`config.mk`:
```
export PLATFORM = sky130hd
export DESIGN_NAME = convolution_processor
export DESIGN_NICKNAME = d
export VERILOG_FILES = /design/src/rtl/convolution_processor.sv
export SDC_FILE = /design/constraint.sdc
export NUM_CORES = 1
export LEC_CHECK = 0
export CAP_MARGIN = 25
export CORE_ASPECT_RATIO = 1.4
export CORE_MARGIN = 2
export CORE_UTILIZATION = 64
export CTS_BUF_LIST = sky130_fd_sc_hd__clkbuf_4
export DETAILED_ROUTE_END_ITERATION = 10
export PLACE_DENSITY = 0.89
export SYNTH_ARGS = -nofsm -noshare
export SYNTH_HDL_FRONTEND = slang
export SYNTH_SLANG_ARGS = --single-unit
```
`constraint.sdc`:
```
create_clock -name clk -period 7.1 [get_ports clk]
set_input_delay 1.42 -clock clk [delete_from_list [all_inputs] [get_ports clk]]
set_output_delay 1.42 -clock clk [all_outputs]
set_load 0.02 [all_outputs]
```
`src/rtl/convolution_processor.sv`:
```
// rtl/convolution_processor.sv - full 1-D convolution of a fixed kernel with a Y RAM stream into a Z RAM
module convolution_processor #(
    parameter int DATA_WIDTH_MEMY_ADDR = 5,
    parameter int DATA_WIDTH_DATAY     = 8,
    parameter int DATA_WIDTH_SIZEY     = 5,
    parameter int DATA_WIDTH_DATAZ     = 16,
    parameter int DATA_WIDTH_MEMZ_ADDR = 6,
    parameter int SIZEX                = 5,
    parameter logic [SIZEX*DATA_WIDTH_DATAY-1:0] KERNEL_X =
        {8'd5, 8'd4, 8'd3, 8'd2, 8'd1}
) (
    input  logic                            clk,
    input  logic                            rstn,
    input  logic                            start,
    input  logic [DATA_WIDTH_DATAY-1:0]     dataY,
    input  logic [DATA_WIDTH_SIZEY-1:0]     sizeY,
    output logic [DATA_WIDTH_MEMY_ADDR-1:0] memY_addr,
    output logic [DATA_WIDTH_MEMZ_ADDR-1:0] memZ_addr,
    output logic [DATA_WIDTH_DATAZ-1:0]     dataZ,
    output logic                            writeZ,
    output logic                            busy,
    output logic                            done
);

    // j counts kernel taps; i and the i-j difference get one spare bit so
    // the difference can go negative without aliasing into a valid index.
    localparam int JW = (SIZEX > 1) ? $clog2(SIZEX) : 1;
    localparam int IW = DATA_WIDTH_MEMZ_ADDR + 1;

    typedef enum logic [2:0] {
        S_IDLE,
        S_ADDR,
        S_WAIT,
        S_MAC,
        S_NEXTJ,
        S_WRITE,
        S_DONE
    } state_t;

    state_t                          state_q, state_d;
    logic                            start_d_q;
    logic [DATA_WIDTH_SIZEY-1:0]     sy_q, sy_d;
    logic [DATA_WIDTH_MEMZ_ADDR-1:0] i_q, i_d;
    logic [JW-1:0]                   j_q, j_d;
    logic [DATA_WIDTH_DATAZ-1:0]     acc_q, acc_d;
    logic [DATA_WIDTH_MEMY_ADDR-1:0] memY_addr_q, memY_addr_d;
    logic [DATA_WIDTH_MEMZ_ADDR-1:0] memZ_addr_q, memZ_addr_d;
    logic [DATA_WIDTH_DATAZ-1:0]     dataZ_q, dataZ_d;
    logic                            writeZ_q, writeZ_d;
    logic                            busy_q, busy_d;
    logic                            done_q, done_d;

    logic [DATA_WIDTH_DATAY-1:0]     kx [SIZEX];
    logic [DATA_WIDTH_DATAY-1:0]     x_sel;
    logic [DATA_WIDTH_DATAZ-1:0]     prod;
    logic [IW-1:0]                   diff;
    logic                            idx_ok;
    logic [IW-1:0]                   n_last;
    logic                            trigger;

    // Unpack the kernel into an indexable array.
    for (genvar g = 0; g < SIZEX; g++) begin : g_kernel
        assign kx[g] = KERNEL_X[g*DATA_WIDTH_DATAY +: DATA_WIDTH_DATAY];
    end

    assign x_sel   = kx[j_q];
    assign prod    = DATA_WIDTH_DATAZ'(x_sel) * DATA_WIDTH_DATAZ'(dataY);
    assign diff    = IW'(i_q) - IW'(j_q);
    assign idx_ok  = !diff[IW-1] && (diff < IW'(sy_q));
    // Index of the final output, N-1 = SIZEX + sY - 2 (only used when sY >= 1).
    assign n_last  = IW'(SIZEX) + IW'(sy_q) - IW'(2);
    assign trigger = start && !start_d_q && (state_q == S_IDLE);

    // State, counters and registered outputs; reset aborts at once.
    always_ff @(posedge clk or posedge rstn) begin
        if (rstn) begin
            state_q     <= S_IDLE;
            start_d_q   <= 1'b0;
            sy_q        <= '0;
            i_q         <= '0;
            j_q         <= '0;
            acc_q       <= '0;
            memY_addr_q <= '0;
            memZ_addr_q <= '0;
            dataZ_q     <= '0;
            writeZ_q    <= 1'b0;
            busy_q      <= 1'b0;
            done_q      <= 1'b0;
        end else begin
            state_q     <= state_d;
            start_d_q   <= start;
            sy_q        <= sy_d;
            i_q         <= i_d;
            j_q         <= j_d;
            acc_q       <= acc_d;
            memY_addr_q <= memY_addr_d;
            memZ_addr_q <= memZ_addr_d;
            dataZ_q     <= dataZ_d;
            writeZ_q    <= writeZ_d;
            busy_q      <= busy_d;
            done_q      <= done_d;
        end
    end

    // Next-state logic: one tap per ADDR/WAIT/MAC/NEXTJ pass, one write per output.
    always_comb begin
        state_d     = state_q;
        sy_d        = sy_q;
        i_d         = i_q;
        j_d         = j_q;
        acc_d       = acc_q;
        memY_addr_d = memY_addr_q;
        memZ_addr_d = memZ_addr_q;
        dataZ_d     = dataZ_q;
        writeZ_d    = 1'b0;
        busy_d      = busy_q;
        done_d      = 1'b0;
        case (state_q)
            S_IDLE: begin
                if (trigger) begin
                    sy_d    = sizeY;
                    i_d     = '0;
                    j_d     = '0;
                    acc_d   = '0;
                    busy_d  = 1'b1;
                    state_d = S_ADDR;
                end
            end
            S_ADDR: begin
                if (sy_q == '0) begin
                    busy_d  = 1'b0;
                    done_d  = 1'b1;
                    state_d = S_DONE;
                end else if (idx_ok) begin
                    memY_addr_d = diff[DATA_WIDTH_MEMY_ADDR-1:0];
                    state_d     = S_WAIT;
                end else begin
                    state_d = S_NEXTJ;
                end
            end
            S_WAIT: begin
                state_d = S_MAC;
            end
            S_MAC: begin
                acc_d   = acc_q + prod;
                state_d = S_NEXTJ;
            end
            S_NEXTJ: begin
                if (j_q == JW'(SIZEX - 1)) begin
                    memZ_addr_d = i_q;
                    dataZ_d     = acc_q;
                    writeZ_d    = 1'b1;
                    state_d     = S_WRITE;
                end else begin
                    j_d     = j_q + JW'(1);
                    state_d = S_ADDR;
                end
            end
            S_WRITE: begin
                acc_d = '0;
                j_d   = '0;
                if (IW'(i_q) == n_last) begin
                    busy_d  = 1'b0;
                    done_d  = 1'b1;
                    state_d = S_DONE;
                end else begin
                    i_d     = i_q + DATA_WIDTH_MEMZ_ADDR'(1);
                    state_d = S_ADDR;
                end
            end
            S_DONE: begin
                state_d = S_IDLE;
            end
            default: begin
                state_d = S_IDLE;
            end
        endcase
    end

    assign memY_addr = memY_addr_q;
    assign memZ_addr = memZ_addr_q;
    assign dataZ     = dataZ_q;
    assign writeZ    = writeZ_q;
    assign busy      = busy_q;
    assign done      = done_q;

endmodule

```
==> summary by stage <==
Worst setup path
The data required time of the critical path is 7470 ps. The setup path with the least slack is of type input pin to register. The worst reg-to-reg path cell count is 18. The maximum fanout encountered on the critical timing path is 5. In this run the critical register-to-register path is launched from j_q[0]$_DFFE_PP0P_.

The element type at the critical path end is a register. The critical path's slowest cell is sky130_fd_sc_hd__fa_1. In this run the critical register-to-register path is captured at acc_q[15]$_DFFE_PP0P_. Walking the worst path, the cells encountered are clkdlybuf4s50_1 > nand2_1 > fa_1 > inv_1 > ha_1 > fa_1 > inv_1 > fa_1 > inv_1 > ha_1 > o21a_1 > o31a_1 > nor2_1 > o21a_1 > or4_1 > a21oi_1.

STA classifies the critical path startpoint as an input pin. In this design, the stage delay of the slowest critical-path cell is 550 ps. The setup slack of the most critical reg-to-reg path is 1820 ps. Data arrives at the worst endpoint at 5650 ps.

Timing
The max-slew violation count is 0. Setup slack on the critical path of the routed design comes to 1810 ps. The final hold violation count was 0. The minimum period implied by the final worst setup slack is 5290 ps.

At the pin with the least slew margin, the transition time is 983 ps. Clock skew on the completed layout was measured at 13.8 ps. The sum of negative setup slack is 0 ps. Dividing the final minimum period by the clock period gives 74.5%. The fmax is 0.189 GHz. The final number of setup-violating endpoints is 0. Setup repair after global routing left no endpoint under its margin. In this run the tightest slew margin relative to its limit is 34.2%.

Pwr
The clock power share is 13.0%. The worst-case vdd ir drop is 0.000246 V. The portion of total power attributed to combinational logic is 54.1%. The analysis attributes to cell leakage a power of 2.45 nW. The share of power burned in registers is 32.9%. For this design the total switching power over the nets is 0.677 mW. The power density of the placed cells is 302 nW/um^2. The internal portion of total power is 0.827 mW.

Net switching is 45.0% of the power.

Routing
Once detail routing completed, the nets flagged for antenna violations numbered 0. Dividing the detail-routed wire length by the instance count gives 15.9 um. Detailed routing inserted a total of 3,271 vias. The first TritonRoute pass finished after 4 iterations.

The remaining design rule violation count is 0. The initial detailed-routing violation count is 196. The total wirelength of the detailed-routed design is 9090 um.

Using the TritonRoute via totals, the vias-per-cell ratio works out to 5.73.

Floorplanning
The die extent in x is 73.8 um. The die outline area is 7500 um^2. 46 I/O pins were placed. The floorplan step set the die height to 102 um. The initialized floorplan defines 35 standard-cell rows. The core area is 6610 um^2. The initial core utilization is 66.0%.

Clock network
The number of resized instances in the post-cts repair step is 0. In this run, CTS created clock tree buffers numbering 9. Buffers added to address setup during post-CTS repair amount to 0. The maximum root-to-sink buffer count is 2.

The number of hold-repair buffers added at the cts stage is 0. TritonCTS built the clock tree. The insertion delay of the later-clocked pin in the worst-skew pair is 440 ps. In this run the number of H-tree levels came out at 3. The clock-pin transition on the worst setup and hold timing paths is 110 ps. For this design, the sink count on the clock tree is 64. The cell chosen for the clock root is sky130_fd_sc_hd__clkbuf_4.

Synth
In this run the cell area of the synthesized design comes to 4360 um^2. The number of nets handed over by synthesis was 511. The most frequently used flop master after synthesis is sky130_fd_sc_hd__dfrtp_1. The register area share after synthesis is 36.7%. The number of different library cells used by synthesis comes to 52.

Synthesis handed over a netlist of 430 instances. The share of async-settable or async-resettable flops after synthesis is 100%. The Yosys warning count is 0. Dividing the synthesized area by the synthesized cell count gives 10.1 um^2.

In this run, synthesis inferred 0 flip-flops with an integrated enable. Counting flops and latches in the post-synthesis netlist gives 64.

GRT
The via count of the first global-routing pass was 3,475. The initial antenna violation count is 0. For this run the aggregate overflow at the end of global routing stands at 0. The combined global-route utilization of all metal layers is 27.4%. The maximum number of pins on one net before global-route repair is 65. The first global-routing pass estimated 15,500 um of wire.

Outcome
The flow ran to the end, and the final reports show no timing, DRC or antenna violations.

Hold path
The worst hold path begins at dataZ[10]$_DFFE_PP0P_. The sink of the worst hold path is dataZ[10]$_DFFE_PP0P_. The worst hold path stage count is 1. The worst hold-check path type is register to register.

Final layout
The area growth from synthesis to layout is 14.1%. The share of final-layout standard cells stronger than drive strength 1 is 9.60%. The number of antenna diodes in the final layout is 0. In the final design database the tool counted 557 nets.

Summing all multi-input logic gate instances after layout gives 2520 um^2. The number of filler cells placed in the layout is 457. The storage element area is 1600 um^2.

Placement
In this run the tool buffered the top-level ports with 45 buffer cells. The placer's final routability congestion estimate is 0.906. The post-placement worst setup slack is 1360 ps. The final HPWL from detailed placement is 6900 um.

Job
The number of violations of the max-capacitance limit is 0.
==> area by class of cell <==
| type | count | area share [%] |
|---|---|---|
| Clock inverter | 5 | 0.528 |
| Inverter | 49 | 3.70 |
| Sequential cell | 64 | 32.2 |
| Tap cell | 92 | 2.31 |
| Timing Repair Buffer | 47 | 9.35 |
| Multi-Input combinational cell | 305 | 50.6 |
| Clock buffer | 9 | 1.36 |
==> sequential cells by signal, indices dropped and copies added, names as in the netlist <==
name       flops
memY_addr      5
sy_q           5
acc_q         16
done           1
writeZ         1
dataZ         16
state_q        3
busy           1
j_q            3
start_d_q      1
i_q            6
memZ_addr      6
==> worst max-delay path by stage <==
stage                             from                     to  slack, ps
floorplan                     dataY[7]  acc_q[15]$_DFFE_PP0P_       2100
global placement              dataY[7]  acc_q[15]$_DFFE_PP0P_       1500
detailed placement            dataY[7]  acc_q[15]$_DFFE_PP0P_       1360
CTS                 j_q[0]$_DFFE_PP0P_  acc_q[15]$_DFFE_PP0P_       1800
global route        j_q[0]$_DFFE_PP0P_  acc_q[15]$_DFFE_PP0P_       1500
finish                        dataY[7]  acc_q[15]$_DFFE_PP0P_       1810
==> cells in the final DEF, fill, tap and decap left out, drive strengths merged, types with 3 or more instances in the layout <==
master / count
a211oi: 4
a21boi: 4
a21oi: 12
a22o: 4
and2: 12
and3: 3
clkbuf: 9
clkdlybuf4s50: 45
clkinv: 3
dfrtp: 64
fa: 16
ha: 49
inv: 49
mux2: 26
nand2: 33
nand2b: 5
nand3: 10
nand4: 3
nor2: 24
nor2b: 9
nor3: 3
nor4: 3
o21a: 4
o21ai: 29
or3: 3
or4: 3
xnor2: 7
xor2: 13
==> through the flow <==
step                      cells  util (%)  total power, mW  hold slack [ps]  instance area, um^2
after floorplan             430         -             1.10              472                 4360
after global placement      557      73.9             1.26              490                 4880
after detailed placement    557      73.9             1.31              495                 4880
after CTS                   571      75.3             1.51              520                 4980
after global routing        571      75.3             1.65              528                 4980
final                       571      75.3             1.50              515                 4980
==> cells in the mapped netlist (4+ instances only) <==
library cell / number / area share (%)
sky130_fd_sc_hd__xnor2_1: 7 / 1.4
sky130_fd_sc_hd__xor2_1: 13 / 2.6
sky130_fd_sc_hd__o21a_1: 4 / 0.69
sky130_fd_sc_hd__a21boi_0: 4 / 0.69
sky130_fd_sc_hd__inv_1: 49 / 4.2
sky130_fd_sc_hd__and2_1: 12 / 1.7
sky130_fd_sc_hd__nand2_1: 33 / 2.8
sky130_fd_sc_hd__mux2_2: 26 / 6.7
sky130_fd_sc_hd__ha_1: 49 / 14
sky130_fd_sc_hd__dfrtp_1: 64 / 37
sky130_fd_sc_hd__a21oi_1: 12 / 1.4
sky130_fd_sc_hd__a211oi_1: 4 / 0.69
sky130_fd_sc_hd__fa_1: 16 / 7.3
sky130_fd_sc_hd__o21ai_0: 28 / 3.2
sky130_fd_sc_hd__nor2b_1: 9 / 1.3
sky130_fd_sc_hd__clkbuf_1: 6 / 0.52
sky130_fd_sc_hd__nand3_1: 10 / 1.1
sky130_fd_sc_hd__buf_2: 5 / 0.57
sky130_fd_sc_hd__a22o_1: 4 / 0.80
sky130_fd_sc_hd__nor2_1: 23 / 2.0
sky130_fd_sc_hd__nand2b_1: 5 / 0.72
==> kinds of logic after synthesis <==
kind of cell | count (synthesis) | synth area share [%]
AOI/OAI and AO/OA | 77 | 11.6
DFF | 64 | 36.7
buffers and inverters | 61 | 5.57
muxes | 27 | 6.94
and+or+nand+nor | 116 | 13.8
adders and majority gates | 65 | 21.4
xor gates and xnor gates | 20 | 4.02
==> power groups by stage <==
stage / Combinational [mW] / Clock [mW] / Sequential, mW
2_1_floorplan: 0.609 / 0 / 0.488
3_3_place_gp: 0.764 / 0 / 0.495
3_5_place_dp: 0.806 / 0 / 0.500
4_1_cts: 0.815 / 0.200 / 0.493
5_1_grt: 0.933 / 0.216 / 0.505
6_report: 0.814 / 0.196 / 0.495
==> layer usage <==
metal  routed length [um]  vias to the layer above  track usage (%)  part of all wire [%]
li1                     -                     1571                -                     -
met1                 3580                     1608             29.9                    39
met2                 4960                       77             50.2                    55
met3                  362                       15             5.57                   4.0
met4                  193                        0             11.9                   2.1
met5                    0                        -                0                     0
==> worst max-delay path: cells and delay by family <==
kind	cells	cell delay, ps
buffers and inverters	4	630
AOI/OAI and AO/OA	4	700
adders and majority gates	5	2250
and+or+nand+nor	3	640
(Power assumes the default switching activity.)
